## src/rtl/fp_mul_out_stage_pkg.sv

```systemverilog
// Shared bfloat16 types and constants for the multiplier result stage.
package fp_mul_out_stage_pkg;

    typedef struct packed {
        logic       sign;
        logic [7:0] exp;
        logic [6:0] frac;
    } bf16_t;

    typedef enum logic [1:0] {
        FP_ZERO,
        FP_NORM,
        FP_INF,
        FP_NAN
    } fp_class_e;

    localparam logic [15:0] BF16_QNAN    = 16'h7FC0;
    localparam logic [7:0]  BF16_EXP_MAX = 8'hFF;
    localparam int          BF16_BIAS    = 127;

    // One queue entry: packed product plus its exception flags (19 bits).
    typedef struct packed {
        bf16_t res;
        logic  nv;
        logic  of;
        logic  uf;
    } mul_out_t;

endpackage

```

## src/rtl/fp_mul_out_stage_bf16_classify.sv

```systemverilog
// Combinational bfloat16 operand classifier; subnormals count as zero.
module bf16_classify
    import fp_mul_out_stage_pkg::*;
(
    input  bf16_t     op,
    output fp_class_e cls
);

    // Decode exponent/fraction into one of four classes.
    always_comb begin
        cls = FP_NORM;
        if (op.exp == 8'h00)
            cls = FP_ZERO;
        else if (op.exp == BF16_EXP_MAX)
            cls = (op.frac == 7'h00) ? FP_INF : FP_NAN;
    end

endmodule

```

## src/rtl/fp_mul_out_stage.sv

```systemverilog
// Registered result stage behind the bf16 multiplier core: applies
// special-value/exception overrides and buffers results in a small queue.
module fp_mul_out_stage
    import fp_mul_out_stage_pkg::*;
#(
    parameter int          DEPTH = 2,
    parameter logic [15:0] QNAN  = BF16_QNAN
) (
    input  logic        clk,
    input  logic        rst_n,
    input  logic        in_valid,
    output logic        in_ready,
    input  logic [15:0] op1_raw,
    input  logic [15:0] op2_raw,
    input  logic        core_sign,
    input  logic [7:0]  core_exp,
    input  logic [6:0]  core_frac,
    input  logic        core_ovf,
    input  logic        flush,
    output logic        out_valid,
    input  logic        out_ready,
    output logic [15:0] out_result,
    output logic        out_nv,
    output logic        out_of,
    output logic        out_uf
);

    localparam int PW = $clog2(DEPTH);
    localparam int CW = $clog2(DEPTH + 1);
    // Biased exponent-sum limits: below 1 after unbiasing, or past 254.
    localparam logic [8:0] UF_LIM = 9'(BF16_BIAS - 1);
    localparam logic [8:0] OF_LIM = 9'(3 * BF16_BIAS + 1);

    bf16_t     op1, op2;
    fp_class_e cls1, cls2;
    logic [8:0] exp_sum;
    mul_out_t  nxt;

    assign op1     = op1_raw;
    assign op2     = op2_raw;
    assign exp_sum = {1'b0, op1.exp} + {1'b0, op2.exp};

    bf16_classify u_cls1 (.op(op1), .cls(cls1));
    bf16_classify u_cls2 (.op(op2), .cls(cls2));

    // Result override priority; the core result passes only if nothing else applies.
    always_comb begin
        nxt     = '0;
        nxt.res = {core_sign, core_exp, core_frac};
        if (cls1 == FP_NAN || cls2 == FP_NAN ||
            (cls1 == FP_ZERO && cls2 == FP_INF) ||
            (cls1 == FP_INF && cls2 == FP_ZERO)) begin
            nxt.res = bf16_t'(QNAN);
            nxt.nv  = 1'b1;
        end else if (cls1 == FP_INF || cls2 == FP_INF) begin
            nxt.res = {core_sign, BF16_EXP_MAX, 7'h00};
        end else if (cls1 == FP_ZERO || cls2 == FP_ZERO) begin
            nxt.res = {core_sign, 8'h00, 7'h00};
        end else if (exp_sum <= UF_LIM) begin
            // Wrap-under also raises core_ovf, so underflow must win here.
            nxt.res = {core_sign, 8'h00, 7'h00};
            nxt.uf  = 1'b1;
        end else if (exp_sum >= OF_LIM || core_exp == BF16_EXP_MAX || core_ovf) begin
            nxt.res = {core_sign, BF16_EXP_MAX, 7'h00};
            nxt.of  = 1'b1;
        end else if (core_exp == 8'h00) begin
            nxt.res = {core_sign, 8'h00, 7'h00};
            nxt.uf  = 1'b1;
        end
    end

    mul_out_t         mem [DEPTH];
    logic [PW-1:0]    wr_ptr, rd_ptr;
    logic [CW-1:0]    count;
    logic             push, pop;
    mul_out_t         head;

    // Handshakes come from the registered count only: no in->out or
    // out_ready->in_ready combinational path.
    assign in_ready  = (count != CW'(DEPTH));
    assign out_valid = (count != '0);
    assign push      = in_valid && in_ready;
    assign pop       = out_valid && out_ready;

    // Queue storage, pointers and occupancy; flush beats push and pop.
    always_ff @(posedge clk or negedge rst_n) begin
        if (!rst_n) begin
            for (int i = 0; i < DEPTH; i++) mem[i] <= '0;
            wr_ptr <= '0;
            rd_ptr <= '0;
            count  <= '0;
        end else if (flush) begin
            wr_ptr <= '0;
            rd_ptr <= '0;
            count  <= '0;
        end else begin
            if (push) begin
                mem[wr_ptr] <= nxt;
                wr_ptr      <= wr_ptr + 1'b1;
            end
            if (pop)
                rd_ptr <= rd_ptr + 1'b1;
            unique case ({push, pop})
                2'b10:   count <= count + 1'b1;
                2'b01:   count <= count - 1'b1;
                default: ;
            endcase
        end
    end

    assign head       = mem[rd_ptr];
    assign out_result = head.res;
    assign out_nv     = head.nv;
    assign out_of     = head.of;
    assign out_uf     = head.uf;

endmodule

```

## config.mk

```make
export PLATFORM = sky130hd
export DESIGN_NAME = fp_mul_out_stage
export DESIGN_NICKNAME = d
export VERILOG_FILES = /design/src/rtl/fp_mul_out_stage_pkg.sv /design/src/rtl/fp_mul_out_stage_bf16_classify.sv /design/src/rtl/fp_mul_out_stage.sv
export SDC_FILE = /design/constraint.sdc
export NUM_CORES = 1
export LEC_CHECK = 0
export ABC_AREA = 1
export BUFFER_PORTS_ARGS = -buffer_cell sky130_fd_sc_hd__buf_2
export CAP_MARGIN = 20
export CORE_MARGIN = 1
export CORE_UTILIZATION = 40
export DETAILED_ROUTE_END_ITERATION = 8
export SLEW_MARGIN = 25
export SYNTH_ARGS = -nofsm -noshare
export SYNTH_HDL_FRONTEND = slang
export SYNTH_SLANG_ARGS = --single-unit
```

## constraint.sdc

```tcl
create_clock -name clk -period 4.3 [get_ports clk]
set_input_delay 0.86 -clock clk [delete_from_list [all_inputs] [get_ports clk]]
set_output_delay 0.86 -clock clk [all_outputs]
set_load 0.02 [all_outputs]
```

# After elaboration in Yosys (flattened, before gate mapping)
# Cells that the tools add are included.
# op_classes
addsub	5
magnitude_cmp	5
n_eq_ne	10
mux	33
bitwise_logic	3
n_reduce_logical	24
# op_table
op	n
19-bit two-way mux	4
15-bit two-way mux	5
38-bit bitwise mux	1
8-bit equality test (second input constant)	3
8-bit logical NOT	3
19-bit demux with 1-bit select	1
16-bit two-way mux	1
2-bit two-way mux	8
7-bit logical NOT	2
1-bit two-way mux	12
2-bit equality test (second input constant)	5
8-bit by 8-bit adder with 9-bit output	1
9-bit >= comparator (second input constant)	1
9-bit by 7-bit <= comparator with 1-bit output (second input constant)	1
1-bit logical OR	7
2-bit nonzero test	3
1-bit logical AND	5
2-bit >= comparator (second input constant)	2
2-bit logical NOT	2
1-bit inverter with 2-bit output	2
2-bit one-hot mux with 2 select lines	1
3-bit nonzero test	1
1-bit adder (second input constant)	2
2-bit by 1-bit adder with 2-bit output (second input constant)	1
other kinds (6)	6
# totals
regBits	42
in_bits	54

# Depth between registers and ports, before layout
# logic_depth
depth_word	10
ltp_mapped	19
depth_no_buf	19

# Modules after synthesis
# A second synthesis with hierarchy kept.
# hier_totals
hier_cells	458
area_unflattened_um2	2961.6
# by_module_without_submodules
module	instances	cells_each	area_each_um2	seq_area_each_um2
fp_mul_out_stage	1	406	2751.4	1051.0
bf16_classify	2	26	105.1	0.0

# Worst setup path after synthesis
# OpenSTA, ideal clock, no wires.
# synth_path
kind	input port to flip-flop
from	in op1_raw[7]
to	reg mem[22] (netlist name)
arrival_time_ns	2.516
slack_ns	1.718
stages	17
path_cell_list	ha_1 -> inv_1 -> fa_1 -> inv_1 -> nand2_1 -> nand2_1 -> nand3_2 -> nand3b_1 -> nand2_2 -> nor2_4 -> nand3_4 -> nand2_4 -> nand2_4 -> inv_4 -> buf_6 -> nand3_1 -> nand2_1
# synth_between
elab_chain_len	10
elab_cells_between_ends	25
# synth_lines
item	line	source
from (decl)	fp_mul_out_stage.sv:13	input logic [15:0] op1_raw,
8-bit by 8-bit adder with 9-bit output	fp_mul_out_stage.sv:41	assign exp_sum = {1'b0, op1.exp} + {1'b0, op2.exp};
9-bit >= comparator	fp_mul_out_stage.sv:63	end else if (exp_sum >= OF_LIM || core_exp == BF16_EXP_MAX || core_ovf) begin
1-bit logical OR (2 in a row)	fp_mul_out_stage.sv:63	
15-bit two-way mux	fp_mul_out_stage.sv:63	
15-bit two-way mux	fp_mul_out_stage.sv:59	end else if (exp_sum <= UF_LIM) begin
15-bit two-way mux	fp_mul_out_stage.sv:57	end else if (cls1 == FP_ZERO || cls2 == FP_ZERO) begin
15-bit two-way mux	fp_mul_out_stage.sv:55	end else if (cls1 == FP_INF || cls2 == FP_INF) begin
16-bit two-way mux *	fp_mul_out_stage.sv:50	if (cls1 == FP_NAN || cls2 == FP_NAN ||
38-bit bitwise mux *	fp_mul_out_stage.sv:98	mem[wr_ptr] <= nxt;
to (signal, indexed assignment)	fp_mul_out_stage.sv:98	
to (decl)	fp_mul_out_stage.sv:72	mul_out_t mem [DEPTH];
# Every way passes the cells marked *; elsewhere a longest branch is shown, timed or not.
# A chain may end at the register's enable or synchronous reset.

# Worst setup path after layout
# layout_path
from	in op2_raw[7]
to	reg mem[10] (netlist name)
# layout_between
elab_chain_len	10
elab_cells_between_ends	25
# layout_lines
item	line	source
from (decl)	fp_mul_out_stage.sv:14	input logic [15:0] op2_raw,
8-bit by 8-bit adder with 9-bit output	fp_mul_out_stage.sv:41	
9-bit >= comparator	fp_mul_out_stage.sv:63	
1-bit logical OR (2 in a row)	fp_mul_out_stage.sv:63	
15-bit two-way mux	fp_mul_out_stage.sv:63	
15-bit two-way mux	fp_mul_out_stage.sv:59	
15-bit two-way mux	fp_mul_out_stage.sv:57	
15-bit two-way mux	fp_mul_out_stage.sv:55	
16-bit two-way mux *	fp_mul_out_stage.sv:50	
38-bit bitwise mux *	fp_mul_out_stage.sv:98	
# Marked as above.

==> impl_metrics.py <==
metrics = {
    "timing": {
        "period_needed_ns": 2.72,
        "setup_tns_ns": 0,
        "period_share_pct": 63.2,
        "hold_slack_ns": 0.482,
        "report.final.hold_viol_count": 0,
        "setup_violations": 0,
        "worstMarginPinSlew_ns": 0.819,
        "slew_headroom_pct": 45.4,
        "max_freq_mhz": 368,
        "rsz0062_at_grt": "no",
        "fin_skew_ns": 0.00844,
        "slew_viol_final": 0,
    },
    "worst_setup_path": {
        "reg2reg_slack_ns": 2.14,
        "crit_buf_inv": 3,
        "start_kind": "input pin",
        "crit_path_max_incr_delay_ns": 0.42,
        "worst_path_max_delay_cell": "fa_1",
        "crit_required_ns": 4.53,
        "cp.arrival_ns": 2.95,
        "cp-end-kind": "flop",
        "worst_path_most_repeated_cell": "nand2_1",
        "worstSetupPathType": "input pin to flop",
        "crit_fanout": 8,
        "critical_path.top_delay_family": "simple AND/OR/NAND/NOR gates",
        "path_cells": "buf_2, ha_1, inv_1, fa_1, inv_1, nand2_1, nand2_1, nand3_2, nand3b_1, nand2_2, nor2_4, nand3_1, nand4_1, nand2_1, nand2_1, nand2_1, nand2_1",
    },
    "drt": {
        "drt_iter0_drc": 129,
        "route.detailed.drc": 0,
        "first_pass_iters": 4,
        "ant_nets": 0,
        "num_vias": 2924,
        "vias_per_cell": 4.75,
        "drt_wl_total_mm": 6.96,
        "wl_per_cell_um": 11.3,
    },
    "floorplanning": {
        "die_h_um": 87.6,
        "core_um2": 6940,
        "die_w_um": 87.6,
        "die_area_um2": 7670,
        "num_rows": 30,
        "start_util_pct": 42.2,
        "io_pins": 75,
    },
    "synth": {
        "synth_edf_count": 0,
        "synth_top_cell_by_area": "dfrtp_1",
        "syn_inst": 449,
        "synth_warnings": 0,
        "synthFlopType": "dfrtp_1",
        "synth.most_common_cell": "nand2_1",
        "avgSynthCellArea_um2": 6.53,
        "syn-num-nets": 512,
        "synth_cell_types": 36,
        "ys_top_cells_by_area": "dfrtp_1 36%, nand2_1 27%, nand3_1 5.3%, nor2_1 5.0%, inv_1 4.7%",
        "synth_top_area_share_pct": 35.9,
        "ys_seq_area_share_pct": 35.9,
        "ys_async_sr_fraction_pct": 100,
        "ys_ff_latch": 42,
        "syn_area_um2": 2930,
        "synth_commonest_cells": "210 x nand2_1, 42 x dfrtp_1, 39 x nor2_1",
    },
    "clock_tree": {
        "cts.sinks": 42,
        "path_clk_slew_ns": 0.08,
        "clk_latency_ns": 0.29,
        "cts_resized": 0,
        "cts_tree": "yes",
        "clockBufferDepth": 2,
        "htreeDepth": 2,
        "postCtsHoldBufs": 0,
        "cts_buffers": 5,
        "post-cts-setup-buffers": 0,
        "cts_root_buffer": "clkbuf_8",
    },
    "final_layout": {
        "antenna_cells": 0,
        "final_layout_size_suffix_gt1_share_pct": 20.2,
        "fillers": 747,
        "multiInputGateArea_um2": 1660,
        "stdcell_area_um2": 3500,
        "layout.nets": 582,
        "finalCoreUtilization_pct": 50.4,
        "area_growth_pct": 19.3,
        "ff_latch_area_um2": 1050,
    },
    "min_path": {
        "hold_path.class": "flop to flop",
    },
    "place": {
        "placed_area_um2": 3380,
        "numPortBuffers": 72,
        "gp_congestion": 0.834,
        "dp_hpwl_mm": 5.18,
    },
    "power_and_ir_drop": {
        "p_sw_mw": 0.689,
        "p_per_area_nw_per_um2": 483,
        "ir_worst_vdd_uv": 136,
        "pwr-share-clk_pct": 18.6,
        "seq_power_share_pct": 37.6,
        "internal_power_mw": 1.00,
        "combPwrFrac_pct": 43.8,
        "finalPower_mw": 1.69,
        "switching_share_pct": 40.8,
        "p_leak_nw": 2.05,
    },
    "run": {
        "maxCapViolations": 0,
    },
    "grt": {
        "track_usage_pct": 19.5,
        "grt_max_degree": 43,
        "first_global_vias": 2681,
        "grt_pass1_wl_mm": 11.9,
        "grt_antenna_before_repair": 0,
        "grt_overflow": 0,
    },
    "status": {
        "outcome": "finished clean",
    },
}
-- tightest hold or removal path, cell delays in order (launching register included) --
cell     delay [ns]
dfrtp_1        0.35
nand2_1        0.05
nand2_1        0.05
-- worst paths after layout --
kind	from	to	depth (start not counted)
setup / recovery	op2_raw[7]	mem[10]$_DFFE_PN0P_	17
hold / removal	mem[24]$_DFFE_PN0P_	mem[24]$_DFFE_PN0P_	2
setup reg to reg	count[0]$_DFFE_PN0P_	mem[9]$_DFFE_PN0P_	8
hold reg to reg	mem[24]$_DFFE_PN0P_	mem[24]$_DFFE_PN0P_	2
max in group asynchronous	rst_n	mem[0]$_DFFE_PN0P_	1
min in group asynchronous	rst_n	mem[22]$_DFFE_PN0P_	1
-- state kept, by name, indices dropped and copies added, names as in the netlist --
| register | cells |
|---|---|
| count | 2 |
| rd_ptr | 1 |
| mem | 38 |
| wr_ptr | 1 |
-- final cells by class --
cell class	count	share of cell area (%)
Multi-Input combinational cell	351	47.5
Timing Repair Buffer	75	11.0
Clock buffer	6	2.36
Inverter	44	4.79
Sequential cell	42	30.1
Tap cell	96	3.43
Clock inverter	1	0.859
-- layer usage --
| layer | part of all wire (%) | vias to the layer above | GRT usage, % |
|---|---|---|---|
| met5 | 0 | - | 0 |
| met4 | 0.55 | 0 | 4.47 |
| met3 | 4.2 | 2 | 2.26 |
| met2 | 46 | 81 | 34.5 |
| met1 | 49 | 1300 | 25.7 |
| li1 | - | 1541 | - |
-- cell usage in the layout, fill, tap and decap left out, types with 2 or more instances in the layout --
master,count
nand4_1,17
clkbuf_8,6
nor4_1,2
nand2_1,210
clkinv_1,3
buf_4,4
o21ai_0,7
nor2_1,39
dfrtp_1,42
nor3_1,2
inv_1,37
nand3_1,31
nor2_4,2
buf_2,71
nand2_4,2
nand2_2,4
inv_2,3
ha_1,8
nor3_4,2
nor2_2,3
a21oi_1,7
-- kinds of logic after synthesis --
group,after synthesis,synth area share (%)
and+or+nand+nor,322,48.1
buffers and inverters,56,7.64
adders and majority gates,9,4.10
AOI/OAI and AO/OA,18,3.67
DFF,42,35.9
xor gates and xnor gates,2,0.598
-- power groups by stage --
stage | clock [mW] | combinational [mW] | sequential, mW
2_1_floorplan | 0 | 0.537 | 0.626
3_3_place_gp | 0 | 0.739 | 0.637
3_5_place_dp | 0 | 0.748 | 0.642
4_1_cts | 0.326 | 0.752 | 0.635
5_1_grt | 0.342 | 0.836 | 0.653
6_report | 0.315 | 0.740 | 0.634
-- metrics by stage --
step / instances / setup WS [ns]
6_report: 615 / 1.58
3_5_place_dp: 608 / 1.28
3_3_place_gp: 608 / 1.32
2_1_floorplan: 449 / 1.72
4_1_cts: 615 / 1.59
5_1_grt: 615 / 1.30
No activity file was read; power rests on OpenSTA's default activity.
